`config.mk`:
```
export PLATFORM = sky130hd
export DESIGN_NAME = mem_arbiter
export DESIGN_NICKNAME = d
export VERILOG_FILES = /design/src/rtl/mem_arbiter_pkg.sv /design/src/rtl/mem_arbiter.sv
export SDC_FILE = /design/constraint.sdc
export NUM_CORES = 1
export LEC_CHECK = 0
export CORE_MARGIN = 4
export CORE_UTILIZATION = 37
export DETAILED_ROUTE_END_ITERATION = 8
export GPL_TIMING_DRIVEN = 1
export PLACE_DENSITY = 0.77
export SETUP_SLACK_MARGIN = 0.5
export SYNTH_ARGS = -nofsm -noshare
export SYNTH_HDL_FRONTEND = slang
export SYNTH_SLANG_ARGS = --single-unit
```
`constraint.sdc`:
```
create_clock -name clk -period 1.7 [get_ports clk]
set_input_delay 0.34 -clock clk [delete_from_list [all_inputs] [get_ports clk]]
set_output_delay 0.34 -clock clk [all_outputs]
set_load 0.02 [all_outputs]
```
`src/rtl/mem_arbiter_pkg.sv`:
```
// Shared types for the instruction/data memory port arbiter.
package mem_arbiter_pkg;

    typedef logic [31:0] rv32i_word;
    typedef logic [3:0]  rv32i_mem_wmask;

    typedef enum logic [1:0] {
        IDLE,
        SERVE_I,
        SERVE_D
    } arb_state_t;

endpackage

```
`src/rtl/mem_arbiter.sv`:
```
// Arbitrates one memory port between fetch (read-only) and the data stage (read/write).
// Data side wins, but fetch is forced in after STARVE_LIMIT consecutive data grants.
module mem_arbiter
    import mem_arbiter_pkg::*;
#(
    parameter int unsigned STARVE_LIMIT = 4
) (
    input  logic           clk,
    input  logic           rst,
    input  logic           i_read,
    input  rv32i_word      i_addr,
    output rv32i_word      i_rdata,
    output logic           i_resp,
    input  logic           d_read,
    input  logic           d_write,
    input  rv32i_mem_wmask d_wmask,
    input  rv32i_word      d_addr,
    input  rv32i_word      d_wdata,
    output rv32i_word      d_rdata,
    output logic           d_resp,
    output logic           mem_read,
    output logic           mem_write,
    output rv32i_mem_wmask mem_byte_enable,
    output rv32i_word      mem_address,
    output rv32i_word      mem_wdata,
    input  logic           mem_resp,
    input  rv32i_word      mem_rdata,
    output logic           busy
);

    localparam logic [3:0] Limit = 4'(STARVE_LIMIT);

    arb_state_t     state_q, state_d;
    logic [3:0]     starve_cnt_q, starve_cnt_d;
    logic           is_write_q, is_write_d;
    rv32i_word      addr_q, addr_d;
    rv32i_word      wdata_q, wdata_d;
    rv32i_mem_wmask wmask_q, wmask_d;
    rv32i_word      i_rdata_q, d_rdata_q;
    logic           d_pending, d_wins;

    assign d_pending = d_read | d_write;
    assign d_wins    = d_pending && ((starve_cnt_q < Limit) || !i_read);

    always_comb begin
        state_d      = state_q;
        starve_cnt_d = starve_cnt_q;
        is_write_d   = is_write_q;
        addr_d       = addr_q;
        wdata_d      = wdata_q;
        wmask_d      = wmask_q;
        unique case (state_q)
            IDLE: begin
                if (d_wins) begin
                    state_d = SERVE_D;
                    // Only count data grants that actually made a fetch wait.
                    if (i_read) begin
                        starve_cnt_d = (starve_cnt_q < Limit) ? starve_cnt_q + 4'd1 : Limit;
                    end else begin
                        starve_cnt_d = '0;
                    end
                    is_write_d = d_write;
                    addr_d     = d_addr;
                    wdata_d    = d_wdata;
                    wmask_d    = d_wmask;
                end else if (i_read) begin
                    state_d      = SERVE_I;
                    starve_cnt_d = '0;
                    is_write_d   = 1'b0;
                    addr_d       = i_addr;
                    wdata_d      = '0;
                    wmask_d      = '0;
                end
            end
            SERVE_I, SERVE_D: begin
                if (mem_resp) begin
                    state_d = IDLE;
                end
            end
            default: state_d = IDLE;
        endcase
    end

    always_ff @(posedge clk) begin
        if (rst) begin
            state_q      <= IDLE;
            starve_cnt_q <= '0;
            is_write_q   <= 1'b0;
            addr_q       <= '0;
            wdata_q      <= '0;
            wmask_q      <= '0;
            i_rdata_q    <= '0;
            d_rdata_q    <= '0;
        end else begin
            state_q      <= state_d;
            starve_cnt_q <= starve_cnt_d;
            is_write_q   <= is_write_d;
            addr_q       <= addr_d;
            wdata_q      <= wdata_d;
            wmask_q      <= wmask_d;
            if (i_resp) begin
                i_rdata_q <= mem_rdata;
            end
            if (d_resp) begin
                d_rdata_q <= mem_rdata;
            end
        end
    end

    // Responses are suppressed during reset so an aborted access never completes.
    assign i_resp = !rst && (state_q == SERVE_I) && mem_resp;
    assign d_resp = !rst && (state_q == SERVE_D) && mem_resp;
    assign i_rdata = i_resp ? mem_rdata : i_rdata_q;
    assign d_rdata = d_resp ? mem_rdata : d_rdata_q;

    assign mem_read        = (state_q == SERVE_I) || ((state_q == SERVE_D) && !is_write_q);
    assign mem_write       = (state_q == SERVE_D) && is_write_q;
    assign mem_address     = addr_q;
    assign mem_wdata       = wdata_q;
    assign mem_byte_enable = wmask_q;
    assign busy            = (state_q != IDLE);

    d_rw_exclusive: assert property (@(posedge clk) disable iff (rst) !(d_read && d_write));

endmodule

```
==> results of run 1 <==
flip-flops by register name, summed over array words and instances (netlist names):
| signal | cells |
|---|---|
| mem_address | 32 |
| d_rdata_q | 32 |
| mem_wdata | 32 |
| mem_byte_enable | 4 |
| starve_cnt_q | 4 |
| is_write_q | 1 |
| state_q | 2 |
| i_rdata_q | 32 |
worst max-delay path, delay by kind of cell (launching register included):
family / cells / cell delay [ns]
multiplexers: 1 / 0.32
flip-flops: 1 / 0.37
adder cells (fa/ha/maj): 1 / 0.15
buffers and inverters: 5 / 0.60
AND/OR/NAND/NOR: 1 / 0.10
path summary, 6_finish.rpt:
path / start / endpoint / slack [ns]
max: state_q[0] / d_rdata[12] / -0.62
min: mem_address[11] / mem_address[11] / 0.49
max reg2reg: state_q[1] / mem_address[26] / -0.25
min reg2reg: mem_address[11] / mem_address[11] / 0.49
per-stage QoR:
stage	TNS, ns	instance area (um^2)	utilization	power, uW
floorplan	0	5950	-	4560
global placement	-64.86	8940	0.590	5520
detailed placement	-65.78	8940	0.590	5560
CTS	-39.30	10300	0.682	9330
global route	-55.93	11100	0.736	10100
finish	-46.97	11100	0.736	9750
cells in the mapped netlist:
cell type / instances / area, um^2
nand2_1: 4 / 15.0
nand4b_1: 1 / 8.76
and2_1: 67 / 419
o31ai_4: 1 / 21.3
and4_1: 31 / 272
nor2b_1: 32 / 200
buf_2: 17 / 85.1
o311ai_0: 1 / 8.76
clkbuf_1: 26 / 97.6
o32ai_1: 2 / 17.5
mux2_2: 64 / 721
dfxtp_1: 139 / 2780
nor2_1: 39 / 146
o21ai_0: 1 / 5.00
buf_1: 1 / 3.75
a21o_1: 1 / 7.51
inv_1: 8 / 30.0
a32oi_1: 37 / 324
buf_4: 1 / 7.51
and3_1: 1 / 6.26
o21a_1: 2 / 15.0
nand3_1: 1 / 5.00
nand3b_1: 2 / 15.0
ha_1: 4 / 50.1
a21oi_1: 4 / 20.0
or2_2: 2 / 12.5
buf_6: 4 / 45.0
a221o_1: 31 / 310
nand4_1: 3 / 18.8
nor3_1: 1 / 5.00
o21ai_2: 1 / 8.76
power groups by stage:
stage / sequential [uW] / clock [uW] / combinational [uW]
after floorplan: 3830 / 0 / 736
after detailed placement: 3640 / 0 / 1920
after global placement: 3630 / 0 / 1890
after CTS: 3630 / 3450 / 2250
final: 3650 / 3420 / 2680
after global routing: 3670 / 3590 / 2790
kinds of logic (layout without fill, tap and decap cells):
family                     Yosys count  in the layout  synth area share
muxes                               64             64             0.127
adders and majority gates            4              4           0.00881
other                                0              1                 0
and+or+nand+nor                    184            184             0.198
DFF                                139            139             0.490
AOI/OAI and AO/OA                   81             81             0.130
buffers and inverters               57            411            0.0473
layer usage:
| metal | vias up | track usage | routed length [um] |
|---|---|---|---|
| li1 | 2617 | - | - |
| met2 | 261 | 0.387 | 12000 |
| met3 | 46 | 0.0626 | 1450 |
| met5 | - | 0 | 0 |
| met4 | 0 | 0.0776 | 609 |
| met1 | 2785 | 0.265 | 8910 |
cell type report:
cell class	instances	area, um^2	area share
clock inverter	9	65.1	0.00584
multi-input combinational	333	3230	0.289
tap	188	235	0.0211
inverter	8	35.0	0.00314
timing repair buffer	373	4230	0.379
antenna	1	2.50	0.000225
sequential	139	2870	0.258
clock buffer	21	480	0.0431
timing repair:
action,in CTS,in global routing
pin swaps,57,40
hold buffers,0,0
gates resized for setup,824,176
cloned,11,8
endpoints found under the hold margin,0,0
setup endpoints to repair,276,276
buffers inserted,26,29
==> summary.md, run 1 <==
| Metric | Value |
|---|---|
| Outcome | `finished, violations left` |
| Failing checks | `negative setup slack` |
| CORE AREA | `0.0151 mm^2` |
| CTS tree | `yes` |
| Number of remaining DRC errors | `0` |
| Number of I/O pins | `275` |
| Final Setup Violations | `147` |
| Clock power frac | `0.351` |
| CP Data Arrival Time | `1.98 ns` |
| Clk sink count | `139` |
| Grt ovf | `0` |
| Final hold vios | `0` |
| Avg WL per Cell | `~21 um` |
| Switching Fraction | `0.278` |
| Die height | `about 130 um` |
| Top cell by count, worst path | `buf_6` |
| CP startpoint kind | `flip-flop` |
| Cell count after synthesis | `529` |
| Synth-to-Final Area Change | `96.1%` |
| Synthesized cell area | `0.00568 mm^2` |
| CP cell instances | `inv_4, ha_4, nand3b_1, buf_6, buf_6, buf_16, mux2_4, buf_6` |
| Synth Net Count | `671` |
| Vias in the first global route | `5,690` |
| CP Data Required Time | `1.36 ns` |
| Max Cap Viol | `0` |
| Worst clock skew | `0.00833 ns` |
| Max_slew headroom | `0.551` |
| Clk_lat worst skew | `0.42 ns` |
| Initial antenna violation count | `0` |
| Register share of total power | `0.374` |
| PortBufs | `274` |
| Chip Width | `132 um` |
| Fillers | `949` |
| Period utilization | `1.36` |
| Placed cells | `967` |
| Min Tclk post-route | `2.32 ns` |
| Cell Count, Final, Fillers Out | `1,072` |
| Unrepaired setup endpoints after global routing | `true` |
| Register area share after synthesis | `0.490` |
| DIE AREA | `between 0.015 and 0.02 mm^2` |
| Pre-CTS WS | `-0.798 ns` |
| Commonest non-fill, non-tap cells in the layout | `161 x buf_6, 136 x clkdlybuf4s50_1, 69 x dfxtp_1, 69 x dfxtp_2, 64 x mux2_4` |
| Final layout net count | `1,014` |
| Core Rows | `45` |
| Yosys reg bits | `139` |
| Slowest stage delay, CP | `between 0.3 and 0.4 ns` |
| Clock Path Buffers | `2` |
| Largest net degree at the start of global routing | `62` |
| Power Density | `875 mW/mm^2` |
| Crit Path Class | `flip-flop to primary output` |
| H-Tree Depth | `4` |
| CP endpoint kind | `primary output` |
| Tot GR Track Use | `0.223` |
| Peak supply drop | `662 uV` |
| Maximum fanout along the worst path | `8` |
| Slew Limit Fails | `0` |
| RD Place Congestion | `around 0.77` |
| Worst-margin pin slew | `0.673 ns` |
| Leakage | `0.00495 uW` |
| Final wirelength | `between 20,000 and 25,000 um` |
| 1st-iter DRT viols | `around 350` |
| Combinational power share | `0.275` |
| Worst path slowest cell | `dfxtp_4` |
| Yosys warnings | `0` |
| Min Hold Slack | `0.488 ns` |
| TritonCTS buffer count | `17` |
| Vias post-DR | `about 5,700` |
| Fmax | `432 MHz` |
| Internal | `7040 uW` |
| Reg clk slew, reported paths | `~0.060 ns` |
| Commonest non-fill, non-tap cell in the layout | `buf_6` |
| Vias/cell | `5.33` |
| Syn avg cell area | `10.7 um^2` |
| Fraction of layout cells with a size suffix above 1 | `0.548` |
| DP HPWL | `12,700 um` |
| Hold depth | `1` |
| Count of cell types in the netlist | `31` |
| Clock root buffer | `clkbuf_16` |
| Routed Antenna Nets | `0` |
| First-pass DRT Iterations | `5` |
| HP Class | `flip-flop to flip-flop` |
| Initial Utilization | `0.375` |
| First-pass GRT wire length | `31,100 um` |
| Fin worst setup slack | `-0.616 ns` |
| Worst reg-to-reg path cell count | `10` |
| NetSw | `2710 uW` |
No activity file was read; power rests on OpenSTA's default activity.
==> run 2, diff against run 1 <==
Settings changed: SLEW_MARGIN from default to 20.
==> results of run 2 <==
Final layout, timing and power as in run 1 (identical DEF).
